==> src/rtl/flash_bridge.sv <==
// Host-to-flash bridge. Turns host byte reads/writes into opcode/address and
// data handshakes with a flash master. Handles write enable, page wrap and timeout.
module flash_bridge #(
    parameter int FL_AW     = 24,
    parameter int N_CS      = 2,
    parameter int FAST_READ = 0,
    parameter int DUMMY     = 8,
    parameter int PAGE_BITS = 8,
    parameter int TO_W      = 16,
    localparam int CS_BITS  = (N_CS > 1) ? $clog2(N_CS) : 1,
    localparam int ADDR_W   = FL_AW + CS_BITS
) (
    input  logic              clk,
    input  logic              rst_n,
    input  logic [ADDR_W-1:0] host_addr,
    input  logic              host_addr_valid,
    input  logic              host_rd_prep,
    input  logic              host_wr_prep,
    input  logic [7:0]        host_wr_data,
    input  logic              host_wr_flag,
    input  logic              host_rd_flag,
    input  logic              host_op_active,
    output logic [7:0]        host_rd_data,
    output logic [7:0]        fl_opcode,
    output logic [FL_AW-1:0]  fl_addr,
    output logic              fl_addr_flag,
    output logic [3:0]        fl_dummy,
    output logic [7:0]        fl_wdata,
    output logic              fl_oa_trigger,
    output logic              fl_data_trigger,
    output logic              fl_finalize,
    output logic [N_CS-1:0]   fl_cs_sel,
    input  logic [7:0]        fl_rdata,
    input  logic              fl_oa_done,
    input  logic              fl_data_done,
    input  logic              fl_busy,
    input  logic              enable,
    input  logic              err_clr,
    output logic              err_busy,
    output logic              err_invalid,
    output logic              err_timeout,
    output logic [3:0]        state
);

    typedef enum logic [3:0] {
        IDLE     = 4'd0,
        WREN     = 4'd1,
        WREN_FIN = 4'd2,
        WAIT_RDY = 4'd3,
        OA       = 4'd4,
        RD       = 4'd5,
        WR       = 4'd6,
        FINAL    = 4'd14,
        ERR      = 4'd15
    } state_t;

    localparam logic [CS_BITS:0] N_CS_V  = (CS_BITS + 1)'(N_CS);
    localparam logic [3:0]       DUMMY_V = 4'(DUMMY);

    state_t             r_state, w_next;
    logic [FL_AW-1:0]   r_addr;
    logic               r_is_rd, r_buf_valid, r_hold_valid;
    logic [7:0]         r_hold_data;
    logic [TO_W-1:0]    r_to;
    logic               r_av_d, r_rf_d, r_wf_d, r_oad_d, r_dd_d;
    logic               r_err_busy, r_err_inv, r_err_to;

    logic               w_av_rise, w_rd_rise, w_wr_rise, w_oa_rise, w_dd_rise;
    logic [CS_BITS-1:0] w_cs_in;
    logic               w_cs_bad;
    logic [N_CS-1:0]    w_cs_onehot;
    logic [FL_AW-1:0]   w_addr_inc;
    logic               w_wrap, w_wr_send, w_wr_park, w_overflow;
    logic               w_set_busy, w_set_inv, w_set_to;

    assign w_av_rise  = host_addr_valid & ~r_av_d;
    assign w_rd_rise  = host_rd_flag & ~r_rf_d;
    assign w_wr_rise  = host_wr_flag & ~r_wf_d;
    assign w_oa_rise  = fl_oa_done & ~r_oad_d;
    assign w_dd_rise  = fl_data_done & ~r_dd_d;
    assign w_cs_in    = host_addr[ADDR_W-1 -: CS_BITS];
    assign w_cs_bad   = {1'b0, w_cs_in} >= N_CS_V;
    assign w_addr_inc = r_addr + FL_AW'(1);
    assign w_wrap     = (w_addr_inc[PAGE_BITS-1:0] == '0) && host_op_active;

    // Write bytes that cannot go out immediately are parked; a byte arriving
    // while the park slot is still occupied (and not draining) is an overrun.
    assign w_wr_send  = (r_state == WR) && !fl_data_trigger && (r_hold_valid || w_wr_rise);
    assign w_wr_park  = w_wr_rise && !r_is_rd &&
                        ((r_state inside {WREN, WREN_FIN, WAIT_RDY, OA}) ||
                         ((r_state == WR) && (fl_data_trigger || r_hold_valid)));
    assign w_overflow = w_wr_park && r_hold_valid && !w_wr_send;

    assign err_busy    = r_err_busy;
    assign err_invalid = r_err_inv;
    assign err_timeout = r_err_to;
    assign state       = r_state;

    always_comb begin
        w_cs_onehot = '0;
        for (int unsigned i = 0; i < N_CS; i++) begin
            w_cs_onehot[i] = (w_cs_in == CS_BITS'(i));
        end
    end

    always_ff @(posedge clk or negedge rst_n) begin
        if (!rst_n) r_state <= IDLE;
        else        r_state <= w_next;
    end

    always_comb begin
        w_next     = r_state;
        w_set_busy = 1'b0;
        w_set_inv  = 1'b0;
        w_set_to   = 1'b0;
        case (r_state)
            IDLE: begin
                if (w_av_rise && enable) begin
                    if (w_cs_bad || !(host_rd_prep || host_wr_prep)) begin
                        w_next    = ERR;
                        w_set_inv = 1'b1;
                    end else if (host_rd_prep) begin
                        w_next = OA;
                    end else begin
                        w_next = WREN;
                    end
                end
            end
            ERR:   w_next = FINAL;
            FINAL: w_next = IDLE;
            default: begin
                if (!host_op_active) begin
                    w_next = FINAL;
                end else if (r_to == '1) begin
                    w_next   = ERR;
                    w_set_to = 1'b1;
                end else if (w_overflow) begin
                    w_next     = ERR;
                    w_set_busy = 1'b1;
                end else begin
                    case (r_state)
                        WREN:     if (w_oa_rise) w_next = WREN_FIN;
                        WREN_FIN: w_next = WAIT_RDY;
                        WAIT_RDY: if (!fl_busy) w_next = OA;
                        OA:       if (w_oa_rise) w_next = r_is_rd ? RD : WR;
                        RD: begin
                            if (w_rd_rise && !r_buf_valid) begin
                                w_next     = ERR;
                                w_set_busy = 1'b1;
                            end
                        end
                        WR:       if (w_dd_rise && w_wrap) w_next = WREN;
                        default:  w_next = ERR;
                    endcase
                end
            end
        endcase
    end

    always_ff @(posedge clk or negedge rst_n) begin
        if (!rst_n) begin
            {r_av_d, r_rf_d, r_wf_d, r_oad_d, r_dd_d} <= '0;
            r_addr          <= '0;
            r_is_rd         <= 1'b0;
            r_buf_valid     <= 1'b0;
            r_hold_valid    <= 1'b0;
            r_hold_data     <= '0;
            r_to            <= '0;
            r_err_busy      <= 1'b0;
            r_err_inv       <= 1'b0;
            r_err_to        <= 1'b0;
            host_rd_data    <= '0;
            fl_opcode       <= '0;
            fl_addr         <= '0;
            fl_addr_flag    <= 1'b0;
            fl_dummy        <= '0;
            fl_wdata        <= '1;
            fl_oa_trigger   <= 1'b0;
            fl_data_trigger <= 1'b0;
            fl_finalize     <= 1'b0;
            fl_cs_sel       <= N_CS'(1);
        end else begin
            {r_av_d, r_rf_d, r_wf_d, r_oad_d, r_dd_d} <=
                {host_addr_valid, host_rd_flag, host_wr_flag, fl_oa_done, fl_data_done};
            fl_finalize <= 1'b0;
            r_to        <= (w_next != r_state || r_state == IDLE) ? '0 : r_to + TO_W'(1);
            r_err_busy  <= w_set_busy | (r_err_busy & ~err_clr);
            r_err_inv   <= w_set_inv  | (r_err_inv  & ~err_clr);
            r_err_to    <= w_set_to   | (r_err_to   & ~err_clr);

            case (r_state)
                IDLE: begin
                    if (w_av_rise && enable && w_next != ERR) begin
                        r_addr    <= host_addr[FL_AW-1:0];
                        r_is_rd   <= host_rd_prep;
                        fl_cs_sel <= w_cs_onehot;
                    end
                end
                WREN: begin
                    // Hold off the trigger while a page-wrap finalize pulse is out.
                    if (w_oa_rise) begin
                        fl_oa_trigger <= 1'b0;
                    end else if (!fl_oa_trigger && !fl_finalize) begin
                        fl_oa_trigger <= 1'b1;
                        fl_opcode     <= 8'h06;
                        fl_addr_flag  <= 1'b0;
                    end
                end
                OA: begin
                    if (w_oa_rise) begin
                        fl_oa_trigger <= 1'b0;
                        if (r_is_rd) fl_data_trigger <= 1'b1;
                    end else if (!fl_oa_trigger) begin
                        fl_oa_trigger <= 1'b1;
                        fl_addr       <= r_addr;
                        fl_addr_flag  <= 1'b1;
                        if (!r_is_rd) begin
                            fl_opcode <= 8'h02;
                            fl_dummy  <= '0;
                        end else if (FAST_READ != 0) begin
                            fl_opcode <= 8'h0B;
                            fl_dummy  <= DUMMY_V;
                        end else begin
                            fl_opcode <= 8'h03;
                            fl_dummy  <= '0;
                        end
                    end
                end
                RD: begin
                    if (w_dd_rise) begin
                        fl_data_trigger <= 1'b0;
                        host_rd_data    <= fl_rdata;
                        r_buf_valid     <= 1'b1;
                        r_addr          <= w_addr_inc;
                    end
                    if (w_rd_rise && r_buf_valid) begin
                        r_buf_valid     <= 1'b0;
                        fl_data_trigger <= 1'b1;
                    end
                end
                WR: begin
                    if (w_dd_rise) begin
                        fl_data_trigger <= 1'b0;
                        r_addr          <= w_addr_inc;
                        if (w_wrap) fl_finalize <= 1'b1;
                    end
                    if (w_wr_send) begin
                        fl_wdata        <= r_hold_valid ? r_hold_data : host_wr_data;
                        fl_data_trigger <= 1'b1;
                    end
                end
                default: ;
            endcase

            if (w_wr_send && r_hold_valid && !w_wr_park) r_hold_valid <= 1'b0;
            if (w_wr_park) begin
                r_hold_valid <= 1'b1;
                r_hold_data  <= host_wr_data;
            end

            if (w_next != r_state) begin
                if (w_next == WREN_FIN || w_next == FINAL) fl_finalize <= 1'b1;
                if (w_next == ERR || w_next == FINAL) begin
                    fl_oa_trigger   <= 1'b0;
                    fl_data_trigger <= 1'b0;
                    r_buf_valid     <= 1'b0;
                    r_hold_valid    <= 1'b0;
                end
            end
        end
    end

endmodule

==> config.mk <==
export PLATFORM = sky130hd
export DESIGN_NAME = flash_bridge
export DESIGN_NICKNAME = d
export VERILOG_FILES = /design/src/rtl/flash_bridge.sv
export SDC_FILE = /design/constraint.sdc
export NUM_CORES = 1
export LEC_CHECK = 0
export BUFFER_PORTS_ARGS = -buffer_cell sky130_fd_sc_hd__buf_4
export CAP_MARGIN = 20
export CORE_ASPECT_RATIO = 0.75
export CORE_MARGIN = 4
export CORE_UTILIZATION = 34
export CTS_BUF_LIST = sky130_fd_sc_hd__clkbuf_8
export CTS_CLUSTER_DIAMETER = 50
export DETAILED_ROUTE_END_ITERATION = 10
export PLACE_DENSITY_LB_ADDON = 0.2
export SLEW_MARGIN = 25
export SYNTH_ARGS = -nofsm -noshare
export SYNTH_HDL_FRONTEND = slang
export SYNTH_SLANG_ARGS = --single-unit
==> constraint.sdc <==
create_clock -name clk -period 4.55 [get_ports clk]
set_input_delay 0.455 -clock clk [delete_from_list [all_inputs] [get_ports clk]]
set_output_delay 0.455 -clock clk [all_outputs]
set_load 0.01 [all_outputs]
* Yosys cells after proc, flatten, opt, wreduce, memory -nomap -nowiden
Cells that the tools add are included.
** Storage, ports and cells
- Flip-flop bits (word level) :: 117
- Bits in latches :: 0
- RAM bits :: 0
- Memory bits (read-only) :: 0
- Input port bits :: 54
- Word-level logic and storage cells :: 179
- Memories :: 0
** Cells by class
- Add/sub/neg operators :: 2
- Multipliers :: 0
- Divide/modulo/power cells :: 0
- Magnitude comparators :: 0
- Eq/ne operators :: 20
- Shift-type cells :: 0
- Mux-type cells :: 70
- Bitwise logic cells :: 20
- Reductions and logical operators :: 43
** Operators by type and width (count)
- two-way mux 24 bit :: 2
- case mux 24 bit (2 select lines) :: 1
- two-way mux 1 bit :: 43
- two-way mux 4 bit :: 10
- two-way mux 8 bit :: 5
- adder 24 x 1 -> 24 bit (second input constant) :: 1
- case mux 4 bit (6 select lines) :: 1
- adder 16 x 1 -> 16 bit (second input constant) :: 1
- equality test 16 bit (second input constant) :: 1
- equality test 4 bit (second input constant) :: 4
- logical AND 1 bit :: 16
- two-way mux 16 bit :: 1
- case mux 8 bit (2 select lines) :: 1
- equality test 4 x 2 -> 1 bit (second input constant) :: 3
- equality test 4 x 3 -> 1 bit (second input constant) :: 3
- case mux 4 bit (3 select lines) :: 1
- NOT 1 bit :: 9
- bitwise AND 1 bit :: 8
- zero test 8 bit :: 1
- zero test 1 bit :: 7
- logical OR 1 bit :: 7
- inequality test 2 x 1 -> 1 bit (second input constant) :: 3
- inequality test 2 bit (second input constant) :: 3
- AND reduction 2 bit :: 3
- 15 further kinds :: 20

* Depth between registers and ports, before layout
- Depth after elaboration :: 14
- Gate-level depth with buffers :: 11

* Worst setup path after synthesis
OpenSTA, ideal clock, no wires.
- Kind :: register to register
- Start point :: register r_addr[0]
- End point :: register r_to[10]
- Library setup time :: 0.127 ns
- Data arrival time :: 2.406 ns
- Data required time :: 4.423 ns
- Path slack :: 2.017 ns
- Cell stages (with the launch flop) :: 10
- Path buffers :: 1
- Period minus slack after synthesis :: 2.533 ns
- Cells stage by stage :: dfrtp_1 > ha_1 > nand2_2 > o41ai_2 > a41oi_1 > or4_4 > and3_1 > a31oi_4 > buf_8 > nor3_2
** Between the ends
- Longest elaborated chain between the ends :: 13
** RTL lines
- start: declaration :: RTL line 61 : logic [FL_AW-1:0] r_addr;
- start signal: assignment :: RTL line 194 : r_addr <= host_addr[FL_AW-1:0];
- start signal: assignment :: RTL line 234 : r_addr <= w_addr_inc;
- start signal: assignment :: RTL line 244 : r_addr <= w_addr_inc;
- adder 24 x 1 -> 24 bit :: RTL line 83 : assign w_addr_inc = r_addr + FL_AW'(1);
- zero test 8 bit :: RTL line 84 : assign w_wrap = (w_addr_inc[PAGE_BITS-1:0] == '0) && host_op_active;
- logical AND 1 bit :: RTL line 84
- logical AND 1 bit :: RTL line 152 : WR: if (w_dd_rise && w_wrap) w_next = WREN;
- two-way mux 4 bit :: RTL line 152
- case mux 4 bit (6 select lines) :: RTL line 141 : case (r_state)
- two-way mux 4 bit :: RTL line 137 : end else if (w_overflow) begin
- two-way mux 4 bit :: RTL line 134 : end else if (r_to == '1) begin
- two-way mux 4 bit :: RTL line 132 : if (!host_op_active) begin
- case mux 4 bit (3 select lines) :: RTL line 116 : case (r_state)
- inequality test 4 bit :: RTL line 186 : r_to <= (w_next != r_state || r_state == IDLE) ? '0 : r_to + TO_W'(1);
- logical OR 1 bit :: RTL line 186
- two-way mux 16 bit :: RTL line 186
- end signal: assignment :: RTL line 186
- end: declaration :: RTL line 64 : logic [TO_W-1:0] r_to;
Every way passes these cells.
A chain may end at the register's enable or synchronous reset.

* Worst setup path after layout
- Start point :: register r_state[2], in the netlist state[2]
- End point :: register r_to[3]
** Between the ends
- Longest elaborated chain between the ends :: 13
- Elaborated cells on any way between the ends :: 32
- Those cells by class :: 9 x eq/ne; 12 x mux; 11 x reduce/logical
** RTL lines
- start: declaration :: RTL line 60 : state_t r_state, w_next;
- start signal: assignment :: RTL line 108 : else r_state <= w_next;
- equality test 4 x 1 -> 1 bit (tied with other cells) :: RTL line 90, 141
- nonzero test 4 bit / logical AND 1 bit (equally long branches) :: RTL line 90, 91
- logical OR 1 bit :: RTL line 90 : ((r_state inside {WREN, WREN_FIN, WAIT_RDY, OA}) ||
- logical AND 1 bit :: RTL line 89 : assign w_wr_park = w_wr_rise && !r_is_rd &&
- logical AND 1 bit (2 in a row) :: RTL line 92 : assign w_overflow = w_wr_park && r_hold_valid && !w_wr_send;
- two-way mux 4 bit :: RTL line 137
- two-way mux 4 bit :: RTL line 134
- two-way mux 4 bit :: RTL line 132
- case mux 4 bit (3 select lines) :: RTL line 116
- inequality test 4 bit :: RTL line 186
- logical OR 1 bit (*) :: RTL line 186
- two-way mux 16 bit (*) :: RTL line 186
Mark *: on every way between the ends. The rest lies on a longest branch, timed or not.

==> impl_table.tex <==
\begin{tabular}{lr}
\hline
Metric & Value \\
\hline
\multicolumn{2}{l}{\textbf{Setup path}} \\
\quad Crit path top cell by count & nor3\_1 \\
\quad Critical path startpoint category & flip-flop \\
\quad Worst r2r src & state[2]\$\_DFF\_PN0\_ \\
\quad Required time at the worst-slack endpoint & 4.84 ns \\
\quad Critical path class & reg2reg \\
\quad Largest fanout on the critical path & 19 \\
\quad RR Endpoint & r\_to[3]\$\_DFF\_PN0\_ \\
\quad Worst reg2reg path depth & 7 \\
\quad First element of the critical path & state[2]\$\_DFF\_PN0\_ \\
\quad Worst EP arrival & 3.61 ns \\
\quad Critical path's largest stage delay & $\sim$0.81 ns \\
\quad Sort of element at the end of the critical path & flip-flop \\
\quad Minimum setup slack among reg-to-reg paths & 1.23 ns \\
\quad Chain of cells forming the critical path & nor2b\_2, a41oi\_2, a211o\_1, nor3\_1, or3\_1, nand3\_1, nor3\_1 \\
\quad Critical-path cell with the highest stage delay & dfrtp\_1 \\
\multicolumn{2}{l}{\textbf{Timing}} \\
\quad Number of setup violations in the final report & 0 \\
\quad Setup TNS Final & 0 ns \\
\quad Worst slew slack as a fraction of its limit & 40.1\% \\
\quad Slew @ Worst Pin & approximately 0.9 ns \\
\quad Portion of the clock cycle consumed by the worst path in the final layout & around 73\% \\
\quad Setup clock skew after layout & between 0.007 and 0.008 ns \\
\quad Max Slew Vio Count & 0 \\
\quad Minimum period implied by the final worst setup slack & 3.32 ns \\
\quad Maximum clock frequency & 302 MHz \\
\quad Setup repair after global routing missed its margin & no \\
\quad Hold Fails Final Rpt & 0 \\
\multicolumn{2}{l}{\textbf{Yosys}} \\
\quad Ys Warns & 0 \\
\quad Number of instances in the synthesized netlist & 546 \\
\quad EDFF count, synth & 0 \\
\quad Post-synthesis average cell area & 10.6 sq um \\
\quad Sequential fraction of the synthesis area & between 40 and 50\% \\
\quad Asr flop ratio synth & 100\% \\
\quad Distinct cells, synth & 76 \\
\quad Top area cells in the synthesized netlist & dfrtp\_1 45\%, mux2\_2 8.2\%, a21oi\_1 4.2\% \\
\quad Synth cell count leaders & 103 x dfrtp\_1, 48 x a21oi\_1, 42 x mux2\_2 \\
\quad Flop and latch count out of synthesis & between 100 and 150 \\
\quad Cell with the most instances after synthesis & dfrtp\_1 \\
\quad Post-synth top flop & dfrtp\_1 \\
\quad Area share of the leading cell type in the synthesized netlist & between 40\% and 50\% \\
\quad Netlist area before placement & about 0.0058 sq mm \\
\quad Library cell with the largest summed area after synthesis & dfrtp\_1 \\
\multicolumn{2}{l}{\textbf{Pwr}} \\
\quad Pint & 2.37 mW \\
\quad Comb power frac & 41.6\% \\
\quad P\_sw & 1.64 mW \\
\quad Power share of the sequential group & 43.8\% \\
\quad Switching share of total power & about two fifths \\
\quad Share of power burned in the clock network & between 10\% and 20\% \\
\quad PD cells & 583 mW/mm\^{}2 \\
\quad Leakage & slightly below 3 nW \\
\quad Total power & 4.01 mW \\
\quad Maximum VDD drop & 0.236 mV \\
\multicolumn{2}{l}{\textbf{Placed design}} \\
\quad Dpl hpwl & 10.8 mm \\
\quad Final Wtd Congestion & 0.816 \\
\quad Buffers on Ports & 109 \\
\multicolumn{2}{l}{\textbf{Global route}} \\
\quad Number of global-route vias before repair & 4437 \\
\quad Maximum number of pins on one net before global-route repair & 62 \\
\quad Number of antenna violations at the first check in global routing & 0 \\
\quad First-pass GRT wire length & 23.6 mm \\
\quad Global-route total usage across every layer & 15.6\% \\
\quad Total congestion overflow after global routing & 0 \\
\multicolumn{2}{l}{\textbf{Finish}} \\
\quad Total number of nets in the final design & 699 \\
\quad Fraction of layout cells with a size suffix above 1 & 33.8\% \\
\quad Layout Area Growth over Synthesis & 19.5\% \\
\quad Number of antenna cells inserted & 0 \\
\quad Fillers & 1576 \\
\multicolumn{2}{l}{\textbf{Die}} \\
\quad Width of the chip & 158 um \\
\quad Cell row count & 40 \\
\quad Total die area & 0.0191 sq mm \\
\quad Die Y & 121 um \\
\quad I/O pin total & $\sim$120 \\
\quad Area of the core region & 0.0163 sq mm \\
\quad Initial core utilization & 35.4\% \\
\multicolumn{2}{l}{\textbf{Route}} \\
\quad Routed via count & 4492 \\
\quad Total wire length & 14.8 mm \\
\quad Routed wire per std cell & 17.3 um \\
\quad Detail Route Antenna Nets & 0 \\
\quad Router iterations before antenna repair & 5 \\
\quad Routed vias/inst & 5.24 \\
\quad DRC errors left & 0 \\
\quad Iter 0 DRT Violations & between 300 and 400 \\
\multicolumn{2}{l}{\textbf{Clock tree}} \\
\quad Clock latency on the worst-skew pair & between 0.3 and 0.4 ns \\
\quad Number of CTS-inserted buffers & 9 \\
\quad Number of post-CTS setup repair buffers & 0 \\
\quad Buffer levels on the longest clock path & 2 \\
\quad Cts repair resizes & 0 \\
\quad TritonCTS clock tree & yes \\
\quad Clock tree root driver cell & clkbuf\_8 \\
\quad Clock tree sinks & 112 \\
\quad Maximum level of the CTS H-tree & 3 \\
\quad Number of hold-repair buffers added at the cts stage & 0 \\
\quad Clk pin slew, worst setup/hold paths & 0.10 ns \\
\multicolumn{2}{l}{\textbf{Flow run}} \\
\quad Max-cap violations & 0 \\
\multicolumn{2}{l}{\textbf{Min path}} \\
\quad Path type of the worst min-delay path & in2async \\
\multicolumn{2}{l}{\textbf{Status}} \\
\quad Outcome & completed \\
\hline
\end{tabular}
==> metal layers <==
| metal | wire, um | vias up | GRT usage [%] |
|---|---|---|---|
| li1 | - | 2154 | - |
| met1 | 7420 | 2205 | 23.4 |
| met2 | 6340 | 125 | 22.3 |
| met3 | 919 | 8 | 4.36 |
| met4 | 133 | 0 | 3.57 |
| met5 | 0 | - | 0 |
==> metrics by stage <==
stage | hold WS, ns | std cells | utilization (%) | worst slack [ns] | area [sq um]
finish | 0.138 | 857 | 42.2 | 1.23 | 6890
global route | 0.150 | 857 | 42.2 | 1.01 | 6890
CTS | 0.156 | 857 | 42.2 | 1.25 | 6890
detailed placement | 0.459 | 841 | 41.1 | 1.27 | 6700
global placement | 0.451 | 841 | 41.1 | 1.47 | 6700
floorplan | 0.159 | 554 | - | 2.02 | 5800
==> flip-flops by register name, indices dropped and copies added (netlist names), 2 cells and up <==
register	flops
state	4
r_to	16
fl_cs_sel	2
fl_wdata	8
fl_opcode	3
r_addr	24
r_hold_data	8
fl_addr	24
host_rd_data	8
==> layout make-up <==
| class | count | area [sq um] | area share [%] |
|---|---|---|---|
| repair buffers | 113 | 848 | 12.3 |
| clock inverters | 4 | 28.8 | 0.418 |
| well taps | 210 | 263 | 3.81 |
| inverters | 14 | 66.3 | 0.962 |
| clock buffers | 12 | 165 | 2.40 |
| multi-input cells | 392 | 2710 | 39.3 |
| flip-flops and latches | 112 | 2810 | 40.8 |
==> cell families after synthesis <==
| family | count (synthesis) | synth area share, % |
|---|---|---|
| multiplexers | 52 | 9.93 |
| buffers and inverters | 50 | 5.03 |
| XOR/XNOR | 15 | 2.28 |
| AND/OR/NAND/NOR | 176 | 17.1 |
| AO/OA/AOI/OAI | 137 | 16.1 |
| flip-flops | 112 | 48.8 |
| adder cells (fa/ha/maj) | 3 | 0.651 |
| other | 1 | 0.0650 |
==> worst max-delay path, delay by kind of cell, from the launching register on <==
family	cells	cell delay [ns]
DFF	1	0.81
AOI/OAI and AO/OA	2	0.59
and+or+nand+nor	5	1.81
==> power by group through the flow <==
stage | registers [mW] | clock network (mW) | logic, mW
3_3_place_gp | 1.75 | 0 | 1.66
3_5_place_dp | 1.77 | 0 | 1.68
6_report | 1.76 | 0.586 | 1.67
2_1_floorplan | 1.70 | 0 | 1.13
4_1_cts | 1.75 | 0.610 | 1.69
5_1_grt | 1.82 | 0.643 | 1.84
==> layout by cell type, fill, tap and decap left out, drive strengths merged, types with 5 or more instances in the layout <==
cell / synthesis / routed
o21ai: 36 / 36
xor2: 7 / 7
o22ai: 9 / 9
nand2b: 5 / 5
nand3: 23 / 23
buf: 25 / 113
o2bb2a: 5 / 5
or4: 5 / 5
dfstp: 9 / 9
nand2: 42 / 42
and3: 11 / 11
nor2b: 7 / 7
dfrtp: 103 / 103
nand4: 6 / 6
clkbuf: 11 / 12
a21oi: 49 / 49
xnor2: 8 / 8
mux2i: 10 / 10
or3: 7 / 7
nor2: 35 / 35
conb: 1 / 9
inv: 13 / 14
a31oi: 5 / 5
nor3: 21 / 21
mux2: 42 / 42
==> worst max-delay path by stage <==
| stage | end | slack [ns] | cells past startpoint |
|---|---|---|---|
| global route | r_to[3]$_DFF_PN0_ | 1.01 | 7 |
| detailed placement | r_to[3]$_DFF_PN0_ | 1.27 | 7 |
| global placement | r_addr[16]$_DFFE_PN0P_ | 1.47 | 7 |
| floorplan | r_to[10]$_DFF_PN0_ | 2.02 | 9 |
| finish | r_to[3]$_DFF_PN0_ | 1.23 | 7 |
| CTS | r_to[3]$_DFF_PN0_ | 1.25 | 7 |
(Power assumes the default switching activity.)
